--- config.mk ---
export PLATFORM = sky130hd
export DESIGN_NAME = hazard_ctrl
export DESIGN_NICKNAME = d
export VERILOG_FILES = /design/src/rtl/hazard_ctrl.sv
export SDC_FILE = /design/constraint.sdc
export NUM_CORES = 1
export LEC_CHECK = 0
export BUFFER_PORTS_ARGS = -buffer_cell sky130_fd_sc_hd__buf_2
export CORE_ASPECT_RATIO = 1.4
export CORE_MARGIN = 5
export CORE_UTILIZATION = 35
export DETAILED_ROUTE_END_ITERATION = 8
export PLACE_DENSITY_LB_ADDON = 0.15
export SETUP_SLACK_MARGIN = 0.1
export SKIP_CTS_REPAIR_TIMING = 1
export SLEW_MARGIN = 20
export SYNTH_ARGS = -nofsm -noshare
export SYNTH_HDL_FRONTEND = slang
export SYNTH_SLANG_ARGS = --single-unit
--- constraint.sdc ---
create_clock -name clk_i -period 2.3 [get_ports clk_i]
set_input_delay 0.115 -clock clk_i [delete_from_list [all_inputs] [get_ports clk_i]]
set_output_delay 0.115 -clock clk_i [all_outputs]
set_load 0.1 [all_outputs]
--- src/rtl/hazard_ctrl.sv ---
// ID-stage hazard/stall controller: load-use bubbles, branch flushes, memory freeze, watchdog.
// Optional perf counters are built when HAZARD_PERF_CNT_EN is defined; otherwise they read 0.
module hazard_ctrl #(
  parameter int unsigned WAIT_W  = 8,
  parameter int unsigned TIMEOUT = 64
) (
  input  logic        clk_i,
  input  logic        rst_i,
  input  logic        start_i,
  input  logic [6:0]  IFID_opcode_i,
  input  logic [4:0]  IFID_rs1_i,
  input  logic [4:0]  IFID_rs2_i,
  input  logic        IDEX_MemRead_i,
  input  logic [4:0]  IDEX_rd_i,
  input  logic        branch_taken_i,
  input  logic        mem_stall_i,
  output logic        NoOp_o,
  output logic        PCWrite_o,
  output logic        IFID_Write_o,
  output logic        Flush_o,
  output logic        Freeze_o,
  output logic        timeout_o,
  output logic [31:0] lu_cnt_o,
  output logic [31:0] flush_cnt_o,
  output logic [31:0] wait_cnt_o
);

  typedef enum logic [1:0] {StHalt, StRun, StMemWait} state_e;

  localparam logic [WAIT_W-1:0] TimeoutVal = WAIT_W'(TIMEOUT);

  state_e            stateQ, stateD;
  logic              useRs1, useRs2, loadUse, active, stallActive;
  logic [WAIT_W-1:0] waitQ, waitD;
  logic              timeoutQ;

  always_comb begin
    useRs1 = 1'b0;
    useRs2 = 1'b0;
    unique case (IFID_opcode_i)
      7'b0110011, 7'b0100011, 7'b1100011: begin
        useRs1 = 1'b1;
        useRs2 = 1'b1;
      end
      7'b0010011, 7'b0000011: useRs1 = 1'b1;
      default: ;
    endcase
  end

  assign loadUse = IDEX_MemRead_i && (IDEX_rd_i != 5'd0) &&
                   ((useRs1 && (IDEX_rd_i == IFID_rs1_i)) ||
                    (useRs2 && (IDEX_rd_i == IFID_rs2_i)));

  assign active      = (stateQ != StHalt);
  assign stallActive = active && mem_stall_i;

  always_ff @(posedge clk_i or negedge rst_i) begin
    if (!rst_i) stateQ <= StHalt;
    else        stateQ <= stateD;
  end

  always_comb begin
    stateD = stateQ;
    unique case (stateQ)
      StHalt:    if (start_i) stateD = StRun;
      StRun:     if (mem_stall_i) stateD = StMemWait;
      StMemWait: if (!mem_stall_i) stateD = StRun;
      default:   stateD = StHalt;
    endcase
  end

  // MEM_WAIT without a stall behaves exactly like RUN in the same cycle.
  always_comb begin
    NoOp_o       = 1'b0;
    PCWrite_o    = 1'b0;
    IFID_Write_o = 1'b0;
    Flush_o      = 1'b0;
    Freeze_o     = 1'b0;
    unique case (stateQ)
      StRun, StMemWait: begin
        if (mem_stall_i) begin
          Freeze_o = 1'b1;
        end else if (loadUse) begin
          NoOp_o = 1'b1;
        end else begin
          PCWrite_o    = 1'b1;
          IFID_Write_o = 1'b1;
          Flush_o      = branch_taken_i;
        end
      end
      default: NoOp_o = 1'b1;
    endcase
  end

  always_comb begin
    waitD = '0;
    if (stallActive) waitD = (&waitQ) ? waitQ : waitQ + 1'b1;
  end

  always_ff @(posedge clk_i or negedge rst_i) begin
    if (!rst_i) begin
      waitQ    <= '0;
      timeoutQ <= 1'b0;
    end else begin
      waitQ <= waitD;
      if (stallActive && (waitD == TimeoutVal)) timeoutQ <= 1'b1;
    end
  end

  assign timeout_o = timeoutQ;

`ifdef HAZARD_PERF_CNT_EN
  logic [31:0] luCntQ, flushCntQ, waitCntQ;

  function automatic logic [31:0] satInc(input logic [31:0] v, input logic en);
    return (en && (v != 32'hFFFF_FFFF)) ? v + 32'd1 : v;
  endfunction

  always_ff @(posedge clk_i or negedge rst_i) begin
    if (!rst_i) begin
      luCntQ    <= '0;
      flushCntQ <= '0;
      waitCntQ  <= '0;
    end else begin
      luCntQ    <= satInc(luCntQ, active && !mem_stall_i && loadUse);
      flushCntQ <= satInc(flushCntQ, Flush_o);
      waitCntQ  <= satInc(waitCntQ, Freeze_o);
    end
  end

  assign lu_cnt_o    = luCntQ;
  assign flush_cnt_o = flushCntQ;
  assign wait_cnt_o  = waitCntQ;
`else
  assign lu_cnt_o    = 32'd0;
  assign flush_cnt_o = 32'd0;
  assign wait_cnt_o  = 32'd0;
`endif

endmodule

# Word level (Yosys, flattened, before mapping)
# Cells that the tools add are included.
# word_totals
regBits	11
input_bits	28
# classes
reduce_logical	15
muxes	19
addsub	1
eq_ne	13
# op_table
cell	n
$mux W8	2
$eq A7 B6 Y1 const B	2
$mux W1	13
$eq A5 B5 Y1	2
$add A8 B1 Y8 const B	1
$eq A8 B7 Y1 const B	1
$reduce_and A8 Y1	1
$eq A7 B2 Y1 const B	1
$eq A7 B5 Y1 const B	1
$eq A7 B7 Y1 const B	1
$logic_and A1 B1 Y1	6
$mux W2	3
$ne A2 B2 Y1 const B	3
$pmux W2 S3	1
$reduce_bool A5 Y1	1
$reduce_or A5 Y1	1
$reduce_and A3 Y1	1
$reduce_or A3 Y1	1
$eq A2 B1 Y1 const B	1
$eq A2 B2 Y1 const B	1
$logic_not A2 Y1	1
$reduce_bool A2 Y1	1
$reduce_or A2 Y1	1
$logic_or A1 B1 Y1	1

# Depth between registers and ports, before layout
# Gate-level depths: netlist (run 1).
# logic_depth
depth_word	9
depth_mapped	6
mapped_depth_nobuf	6

# Worst setup path after synthesis (run 1)
# Ideal clock, no wire load.
# synth_timing
path_kind	register to output
startpoint	register stateQ[1]
endpoint	output Flush_o
arrival_ps	3040
stages_incl_launch_ff	5
n_path_buf	0
t_required_ps	2185
slack_ps	-855
cell_sequence	dfrtp_1 -> inv_1 -> ha_1 -> nand2_1 -> a211oi_1
# synth_via
elab_chain_cells	3
elab_cells_between_ends	4
# synth_lines
element	line	source
start, declared	32	state_e stateQ, stateD;
start signal, assigned	58	if (!rst_i) stateQ <= StHalt;
start signal, assigned	59	else stateQ <= stateD;
$eq A2 B1 Y1 or $eq A2 B2 Y1 (tied branches)	79	unique case (stateQ)
$reduce_or A2 Y1 (*)	79	
$mux W1 (*)	79	
end, declared	20	output logic Flush_o,
# Every way passes the cells marked *; elsewhere a longest branch is shown, timed or not.

# Worst setup path after layout (run 1)
# Ends and elaborated chain as after synthesis.

==> results_dict.tcl, run 1 <==
set metrics [dict create \
    placed_cell_area_um2 1510 \
    synthCells 205 \
    fmax_ghz 0.520 \
    ys.flop_type "dfrtp_1" \
    yosysWarnings 0 \
    synth-seq-cells 11 \
    power.density_nw_per_um2 1110 \
    grt_max_degree 13 \
    viasPerCell 3.83 \
    hold_viol 0 \
    r2r_cells 5 \
    initial_core_util 0.361 \
    coreArea_um2 4540 \
    yosys.area.top_type "buf_4" \
    place_ws_ns 0.516 \
    yosys.area.top_type_share 0.445 \
    seqPwrFrac 0.143 \
    required_ns 2.18 \
    place.gp.congestion 0.776 \
    peakVddDrop_uv 1310 \
    yosys.area_share.simple 0.138 \
    synth_top_family_by_area "buffers and inverters" \
    clock-sinks 11 \
    p_leak_nw 0.830 \
    place_hpwl_mm 2.88 \
    cts-root-buf "clkbuf_8" \
    power.net_switching_w 0.00124 \
    comb_power_share 0.744 \
    worst_setup_path_end_kind "primary output" \
    cap_violations 0 \
    clk_latency_ns 0.24 \
    synth.area.mux_share 0.0130 \
    syn_area_um2 1640 \
    drc 0 \
    synth_xor_xnor_area_share 0.0588 \
    num_rows 29 \
    layout_common_cells "conb_1, buf_2, nor2_1" \
    cts_buffers 3 \
    n_fill_cell 509 \
    worstPathArrival_ns 1.81 \
    p_sw_frac 0.712 \
    die_h_um 90.9 \
    intPower_w 0.000501 \
    drt-wirelength-per-cell_um 10.9 \
    finClkSkew_ns 0.00233 \
    hold_path_depth 3 \
    syn_avg_cell_area_um2 7.99 \
    status "finished, final reports clean" \
    path_class "reg -> out" \
    holdCritPathClass "in -> reg" \
    first_iter_violations 58 \
    whs_ns 0.232 \
    synth_edf_count 0 \
    area_growth_pct -4.28 \
    antenna_found_initial 0 \
    die_w_um 67.8 \
    tns_ns 0 \
    grtUsageTotal 0.104 \
    grt_pass1_wl_mm 5.12 \
    vias 1157 \
    yosysSeqAreaShare 0.168 \
    layout_commonest_cell "conb_1" \
    setup_ws_ns 0.375 \
    synth_area_leaders "buf_4, dfrtp_1, xnor2_1, ha_1, nor2_1" \
    port-buffer-count 33 \
    grt_overflow 0 \
    drtPass1Iterations 4 \
    final_nets 274 \
    cts_buffer_depth 2 \
    die_area_um2 6170 \
    ios 130 \
    synth_compound_area_frac 0.105 \
    grt_pass1_vias 1172 \
    yosysUniqueCellTypes 36 \
    drv_slew 0 \
    min_period_over_period 0.837 \
    ant_nets 0 \
    crit_path_max_fanout 5 \
    synthAdderAreaFrac 0.0443 \
    worst_slew_pin_slew_ns 0.624 \
    clkTransAtPathRegs_ns 0.05 \
    final_layout_size_suffix_gt1_frac 0.175 \
    drt-total-wl_mm 3.28 \
    synthArstFlopShare 1.00 \
    fin_area_um2 1570 \
    n_antenna_cell 0 \
    slew_headroom 0.581 \
    rsz0062_at_grt "no" \
    cts_tree "built" \
    setup_viol 0 \
    cts_htree_levels 1 \
    fin_crit_ns 1.92 \
    clockPowerShare 0.113 \
    crit_path_start_kind "flop" \
]
[synthesized netlist by cell type (2+ instances only)]
| cell | count |
|---|---|
| buf_4 | 97 |
| nor2_1 | 12 |
| dfrtp_1 | 11 |
| xnor2_1 | 10 |
| nand2_1 | 7 |
| inv_1 | 6 |
| nor3_1 | 6 |
| o21ai_0 | 6 |
| a211oi_1 | 5 |
| ha_1 | 5 |
| a21oi_1 | 4 |
| a31oi_1 | 4 |
| nand3_1 | 4 |
| nand4_1 | 4 |
| nand2b_1 | 2 |
| nor2b_1 | 2 |
[registers in the layout (all words and copies together) (netlist names)]
| name | flops |
|---|---|
| waitQ | 8 |
| stateQ | 2 |
| timeout_o | 1 |
[logic make-up (layout without fill, tap and decap cells)]
family	Yosys count	after routing
and+or+nand+nor	44	44
AOI/OAI and AO/OA	25	25
buffers and inverters	105	45
xor gates and xnor gates	11	11
other	1	96
DFF	11	11
adders and majority gates	6	6
muxes	2	2
[per-stage QoR]
step	util	total power, W	instances
global placement	0.334	0.00155	297
finish	0.346	0.00174	302
floorplan	-	0.00157	300
CTS	0.343	0.00174	301
detailed placement	0.334	0.00154	297
global route	0.346	0.00182	302
[final timing paths]
path | startpoint | end | slack, ns
max in group asynchronous | rst_i | timeout_o | 1.81
setup reg to reg | waitQ[0] | timeout_o | 0.51
setup / recovery | stateQ[1] | Flush_o | 0.38
hold reg to reg | timeout_o | timeout_o | 0.46
hold / removal | start_i | stateQ[0] | 0.23
min in group asynchronous | rst_i | waitQ[7] | 0.28
[critical path: stages (launching register included)]
cell	delay (ns)
dfrtp_1	0.41
inv_1	0.08
ha_1	0.29
nand2_1	0.11
a211oi_2	0.22
buf_2	0.45
[cell type report]
class / instances / area, um^2 / area share
inverters: 6 / 22.5 / 0.0144
clock buffers: 4 / 45.0 / 0.0287
repair buffers: 35 / 183 / 0.117
flip-flops and latches: 11 / 275 / 0.176
well taps: 62 / 77.6 / 0.0495
multi-input cells: 184 / 965 / 0.615
[per-layer routing]
layer  wire length (um)  vias to the layer above  share of wire  track usage
li1                   -                      558              -            -
met2               1860                       76           0.57        0.209
met5                  0                        -              0            0
met1               1030                      518           0.31        0.102
met3                339                        5           0.10       0.0148
met4                 45                        0          0.014       0.0348
[power groups by stage]
stage | Clock (W) | Combinational, W | Sequential (W)
3_5_place_dp | 0 | 0.00129 | 0.000251
2_1_floorplan | 0 | 0.00133 | 0.000244
5_1_grt | 0.000210 | 0.00135 | 0.000255
3_3_place_gp | 0 | 0.00130 | 0.000251
4_1_cts | 0.000204 | 0.00129 | 0.000248
6_report | 0.000197 | 0.00129 | 0.000248
Note: power is estimated with default switching activity, not from simulation.
==> inputs of run 2 (changes only) <==
--- a/config.mk
+++ b/config.mk
@@ -5,6 +5,7 @@
 export SDC_FILE = /design/constraint.sdc
 export NUM_CORES = 1
 export LEC_CHECK = 0
+export ABC_AREA = 1
 export BUFFER_PORTS_ARGS = -buffer_cell sky130_fd_sc_hd__buf_2
 export CORE_ASPECT_RATIO = 1.4
 export CORE_MARGIN = 5
==> constraint.sdc (replaced) <==
create_clock -name clk_i -period 1.9 [get_ports clk_i]
set_input_delay 0.095 -clock clk_i [delete_from_list [all_inputs] [get_ports clk_i]]
set_output_delay 0.095 -clock clk_i [all_outputs]
set_load 0.1 [all_outputs]
==> run 2 against run 1 <==
  * Via count grew 11%
  * Die area is 3.1% higher
  * Non-clock buffer count is the same
  * Combinational power is 29% higher
  * Final area grew 5.0%
  * Total power is 27% higher
  * Cell count up 18%
  * Global-route usage is 1.1 points lower
  * Sequential share of layout area is 0.84 points lower
  * Wire length fell by 2.3%
  * Clock skew hardly changed
  * Register-to-register slack worse by 0.11 ns
  * Highest routed layer unchanged
==> results_dict.tcl, run 2 <==
set metrics [dict create \
    synth_common_cells "buf_4, nand2_1, inv_1" \
    regArea_um2 275 \
    yosys.area.top_type_share 0.429 \
    rsz0062_at_grt "yes" \
    place_hpwl_mm 2.88 \
    die_w_um 68.8 \
    yosys.area.top_type "buf_4" \
    whs_ns 0.260 \
    drt-wirelength-per-cell_um 8.99 \
    cap_violations 0 \
    port-buffer-count 33 \
    layout_common_cells "conb_1, nand2_1, inv_1" \
    setup_viol 0 \
    dp_cells 351 \
    largest_reg_flops 8 \
    fin_crit_ns 1.72 \
    placed_cell_area_um2 1580 \
    drv_slew 0 \
    min_period_over_period 0.903 \
    grt_overflow 0 \
    viasPerCell 3.60 \
    multiInputGateArea_um2 913 \
    synthArstFlopShare 1.00 \
    clkTransAtPathRegs_ns 0.05 \
    synthCells 255 \
    required_ns 1.80 \
    p_leak_nw 1.08 \
    yosysSeqAreaShare 0.162 \
    layout_commonest_cell "conb_1" \
    vias 1281 \
    final_nets 326 \
    fin_area_um2 1650 \
    cts_buffers 3 \
    ios 130 \
    power.density_nw_per_um2 1340 \
    holdCritPathClass "in -> async" \
    syn_area_um2 1700 \
    coreArea_um2 4770 \
    fmax_ghz 0.583 \
    grt_max_degree 12 \
    die_area_um2 6360 \
    cts_tree "built" \
    synth_edf_count 0 \
    synth_area_leaders "buf_4, dfrtp_1, nand2_1, inv_1, nand3_1" \
    crit_path_start_kind "flop" \
    clk_latency_ns 0.24 \
    final_layout_size_suffix_gt1_frac 0.147 \
    first_iter_violations 22 \
    initial_core_util 0.356 \
    n_fill_cell 570 \
    grt_pass1_vias 1158 \
    num_rows 30 \
    place.gp.congestion 0.807 \
    n_antenna_cell 0 \
    antenna_found_initial 0 \
    path_class "reg -> out" \
    drc 0 \
    cts-root-buf "clkbuf_8" \
    hold_viol 0 \
    yosysWarnings 0 \
    syn_avg_cell_area_um2 6.65 \
    worst_setup_path_end_kind "primary output" \
    grt_pass1_wl_mm 4.64 \
    finClkSkew_ns 0.00257 \
    crit_path_max_fanout 3 \
    drtPass1Iterations 4 \
    place_ws_ns 0.319 \
    grtUsageTotal 0.0938 \
    drt-total-wl_mm 3.20 \
    tns_ns 0 \
    clock-sinks 11 \
    post-synth-top-count-cell "buf_4" \
    worstPathArrival_ns 1.62 \
    die_h_um 92.4 \
    yosysUniqueCellTypes 20 \
    fin_cells 356 \
    cts_htree_levels 1 \
    synth-seq-cells 11 \
    peakVddDrop_uv 691 \
    area_growth_pct -2.95 \
    cts_buffer_depth 2 \
    ant_nets 0 \
    largest-register "waitQ" \
    ys.flop_type "dfrtp_1" \
    setup_ws_ns 0.185 \
    status "finished, final reports clean" \
]
run 2: cell count changes in the layout (fill, tap and decap cells not counted), moves of 3 or more:
cell and change:
nand2_1 +39, nor3_1 -5, nor2_1 +3, inv_1 +30
nand3_1 +13, xnor2_1 -8, a211oi_1 -4, buf_2 -3
run 2: final timing paths:
path | cells past startpoint | slack, ns | endpoint | start
worst max-delay path | 5 | 0.18 | IFID_Write_o | stateQ[1]
min in group clk_i | 6 | 0.34 | stateQ[1] | mem_stall_i
worst min register to register | 2 | 0.46 | timeout_o | timeout_o
max in group asynchronous | 2 | 1.42 | stateQ[1] | rst_i
worst min-delay path | 2 | 0.26 | waitQ[5] | rst_i
worst max register to register | 10 | 0.40 | timeout_o | waitQ[1]
run 2: report_power, final:
part | internal [W] | switching [W] | leakage [nW]
logic | 0.000195 | 0.00147 | 0.915
clock network | 0.000147 | 0.0000890 | 0.0228
registers | 0.000270 | 0.0000365 | 0.144
run 2: area by class of cell:
class                           count  share of cell area
Sequential cell                    11               0.167
Multi-Input combinational cell    205               0.555
Tap cell                           64              0.0486
Clock buffer                        4              0.0274
Timing Repair Buffer               35               0.116
Inverter                           37              0.0866
run 2: through the flow:
step / utilization / total power (W)
floorplan: - / 0.00196
global placement: 0.332 / 0.00197
detailed placement: 0.332 / 0.00197
CTS: 0.342 / 0.00221
global route: 0.345 / 0.00232
finish: 0.345 / 0.00221
run 2: cells by family (layout without fill, tap and decap cells):
kind of cell | Yosys count | after routing | share of synthesized area
flip-flops | 11 | 11 | 0.162
AO/OA/AOI/OAI | 13 | 13 | 0.0428
other | 1 | 96 | 0.00221
buffers and inverters | 134 | 76 | 0.511
AND/OR/NAND/NOR | 88 | 88 | 0.229
adder cells (fa/ha/maj) | 5 | 5 | 0.0369
XOR/XNOR | 3 | 3 | 0.0155
run 2: worst max-delay path: stages, from the launching register on:
cell and delay [ns]:
dfrtp_1 0.38, inv_1 0.09, ha_1 0.31, nand3_1 0.17
clkinvlp_4 0.11, clkbuf_4 0.32
run 2: metal layers:
layer  up-vias  track usage  wire length (um)
met4         0       0.0390                34
met5         -            0                 0
met1       566       0.0881              1000
li1        652            -                 -
met3         4       0.0231               315
met2        59        0.181              1850
==> inputs of run 3 (changes only) <==
--- a/config.mk
+++ b/config.mk
@@ -7,7 +7,6 @@
 export LEC_CHECK = 0
 export ABC_AREA = 1
 export BUFFER_PORTS_ARGS = -buffer_cell sky130_fd_sc_hd__buf_2
-export CORE_ASPECT_RATIO = 1.4
 export CORE_MARGIN = 5
 export CORE_UTILIZATION = 35
 export DETAILED_ROUTE_END_ITERATION = 8
==> run 3 against run 2 <==
  * Wire length down 6.5%
  * Hold slack better by 0.0018 ns
  * Largest cell class unchanged
  * Sequential cell count unchanged
  * Sequential power down 1%
  * Register-to-register slack better by 0.04 ns
  * Clock power about the same
  * Critical path type unchanged
  * Clock skew down 0.0018 ns
  * Critical path depth unchanged
  * Critical endpoint is now PCWrite_o
  * Combinational power about the same
  * Cell count up 0.84%
  * Total power down 0.50%
==> results_dict.tcl, run 3 (synthesis gave the netlist of run 2 again) <==
set metrics [dict create \
    grt_max_degree 12 \
    holdCritPathClass "in -> async" \
    seqPwrFrac 0.138 \
    placed_cell_area_um2 1590 \
    drc 0 \
    fmax_ghz 0.583 \
    path_class "reg -> out" \
    grt_overflow 0 \
    drv_slew 0 \
    place_ws_ns 0.335 \
    crit_path_start_kind "flop" \
    largest_reg_flops 8 \
    rsz0062_at_grt "yes" \
    grt_pass1_vias 1171 \
    required_ns 1.80 \
    r2r_slack_ns 0.44 \
    die_area_um2 6340 \
    p_leak_nw 1.08 \
    coreArea_um2 4720 \
    peakVddDrop_uv 1240 \
    setup_ws_ns 0.185 \
    clk_latency_ns 0.23 \
    min_period_over_period 0.903 \
    power.density_nw_per_um2 1330 \
    use_met2 0.162 \
    worst_setup_path_end_kind "primary output" \
    first_iter_violations 32 \
    cts_htree_levels 1 \
    vias 1230 \
    area_growth_pct -2.73 \
    comb_power_share 0.756 \
    n_fill_cell 516 \
    worstPathArrival_ns 1.62 \
    setup_viol 0 \
    status "finished, final reports clean" \
    grtUsageTotal 0.0925 \
    clkTransAtPathRegs_ns 0.05 \
    port-buffer-count 33 \
    antenna_found_initial 0 \
    finClkSkew_ns 0.000803 \
    final_layout_size_suffix_gt1_frac 0.147 \
    cts_buffer_depth 2 \
    layout_common_cells "conb_1, nand2_1, inv_1" \
    r2r_cells 10 \
    num_rows 25 \
    die_h_um 79.6 \
    largest-register "waitQ" \
    p_sw_frac 0.722 \
    place_hpwl_mm 2.73 \
    viasPerCell 3.43 \
    fin_area_um2 1650 \
    crit_path_max_fanout 3 \
    cap_violations 0 \
    p_total_w 0.00220 \
    die_w_um 79.6 \
    final_nets 326 \
    cts-root-buf "clkbuf_8" \
    multiInputGateArea_um2 913 \
    regArea_um2 275 \
    drt-wirelength-per-cell_um 8.34 \
    clockPowerShare 0.106 \
    initial_core_util 0.359 \
    power.net_switching_w 0.00159 \
    place.gp.congestion 0.756 \
    intPower_w 0.000611 \
    cts_tree "built" \
    grt-busiest-layer "met2" \
    drt-total-wl_mm 2.99 \
    clock-sinks 11 \
    grt_pass1_wl_mm 4.79 \
    layout_commonest_cell "conb_1" \
    ant_nets 0 \
    hold_viol 0 \
    use_met1 0.112 \
    ios 130 \
    fin_crit_ns 1.71 \
    grtUsageMet3 0.0147 \
    n_antenna_cell 0 \
    cts_buffers 3 \
    drtPass1Iterations 2 \
]
run 3: final timing paths:
kind / start / end
worst max-delay path: stateQ[1] / PCWrite_o
worst min-delay path: rst_i / waitQ[6]
worst max register to register: waitQ[0] / timeout_o
worst min register to register: timeout_o / timeout_o
max in group asynchronous: rst_i / waitQ[1]
min in group clk_i: mem_stall_i / stateQ[1]
run 3: layout make-up:
type | count | share of cell area
clock buffers | 4 | 0.0273
flip-flops and latches | 11 | 0.167
repair buffers | 35 | 0.115
multi-input cells | 205 | 0.553
well taps | 67 | 0.0508
inverters | 37 | 0.0864
run 3: layer usage:
layer / up-vias / part of all wire
li1: 654 / -
met1: 507 / 0.39
met2: 65 / 0.50
met3: 4 / 0.10
met4: 0 / 0.0084
met5: - / 0
run 3: stage by stage:
step / cells / setup TNS [ns] / hold WS [ns] / utilization
final: 359 / 0 / 0.262 / 0.349
after global routing: 359 / 0 / 0.295 / 0.349
after CTS: 358 / 0 / -0.274 / 0.346
after detailed placement: 354 / 0 / -0.0178 / 0.336
after global placement: 354 / 0 / -0.0203 / 0.336
after floorplan: 350 / -0.0517 / -0.201 / -
run 3: worst max-delay path, cell delays in order, from the launching register on:
cell        delay, ns
dfrtp_1          0.37
inv_1            0.08
ha_1             0.31
nand3_1          0.18
clkinvlp_4       0.12
clkbuf_4         0.32
run 3: power groups by stage:
stage / sequential, W / combinational [W] / clock, W
after floorplan: 0.000300 / 0.00166 / 0
after detailed placement: 0.000307 / 0.00164 / 0
final: 0.000302 / 0.00166 / 0.000233
after global placement: 0.000305 / 0.00165 / 0
after global routing: 0.000308 / 0.00176 / 0.000257
after CTS: 0.000303 / 0.00165 / 0.000246
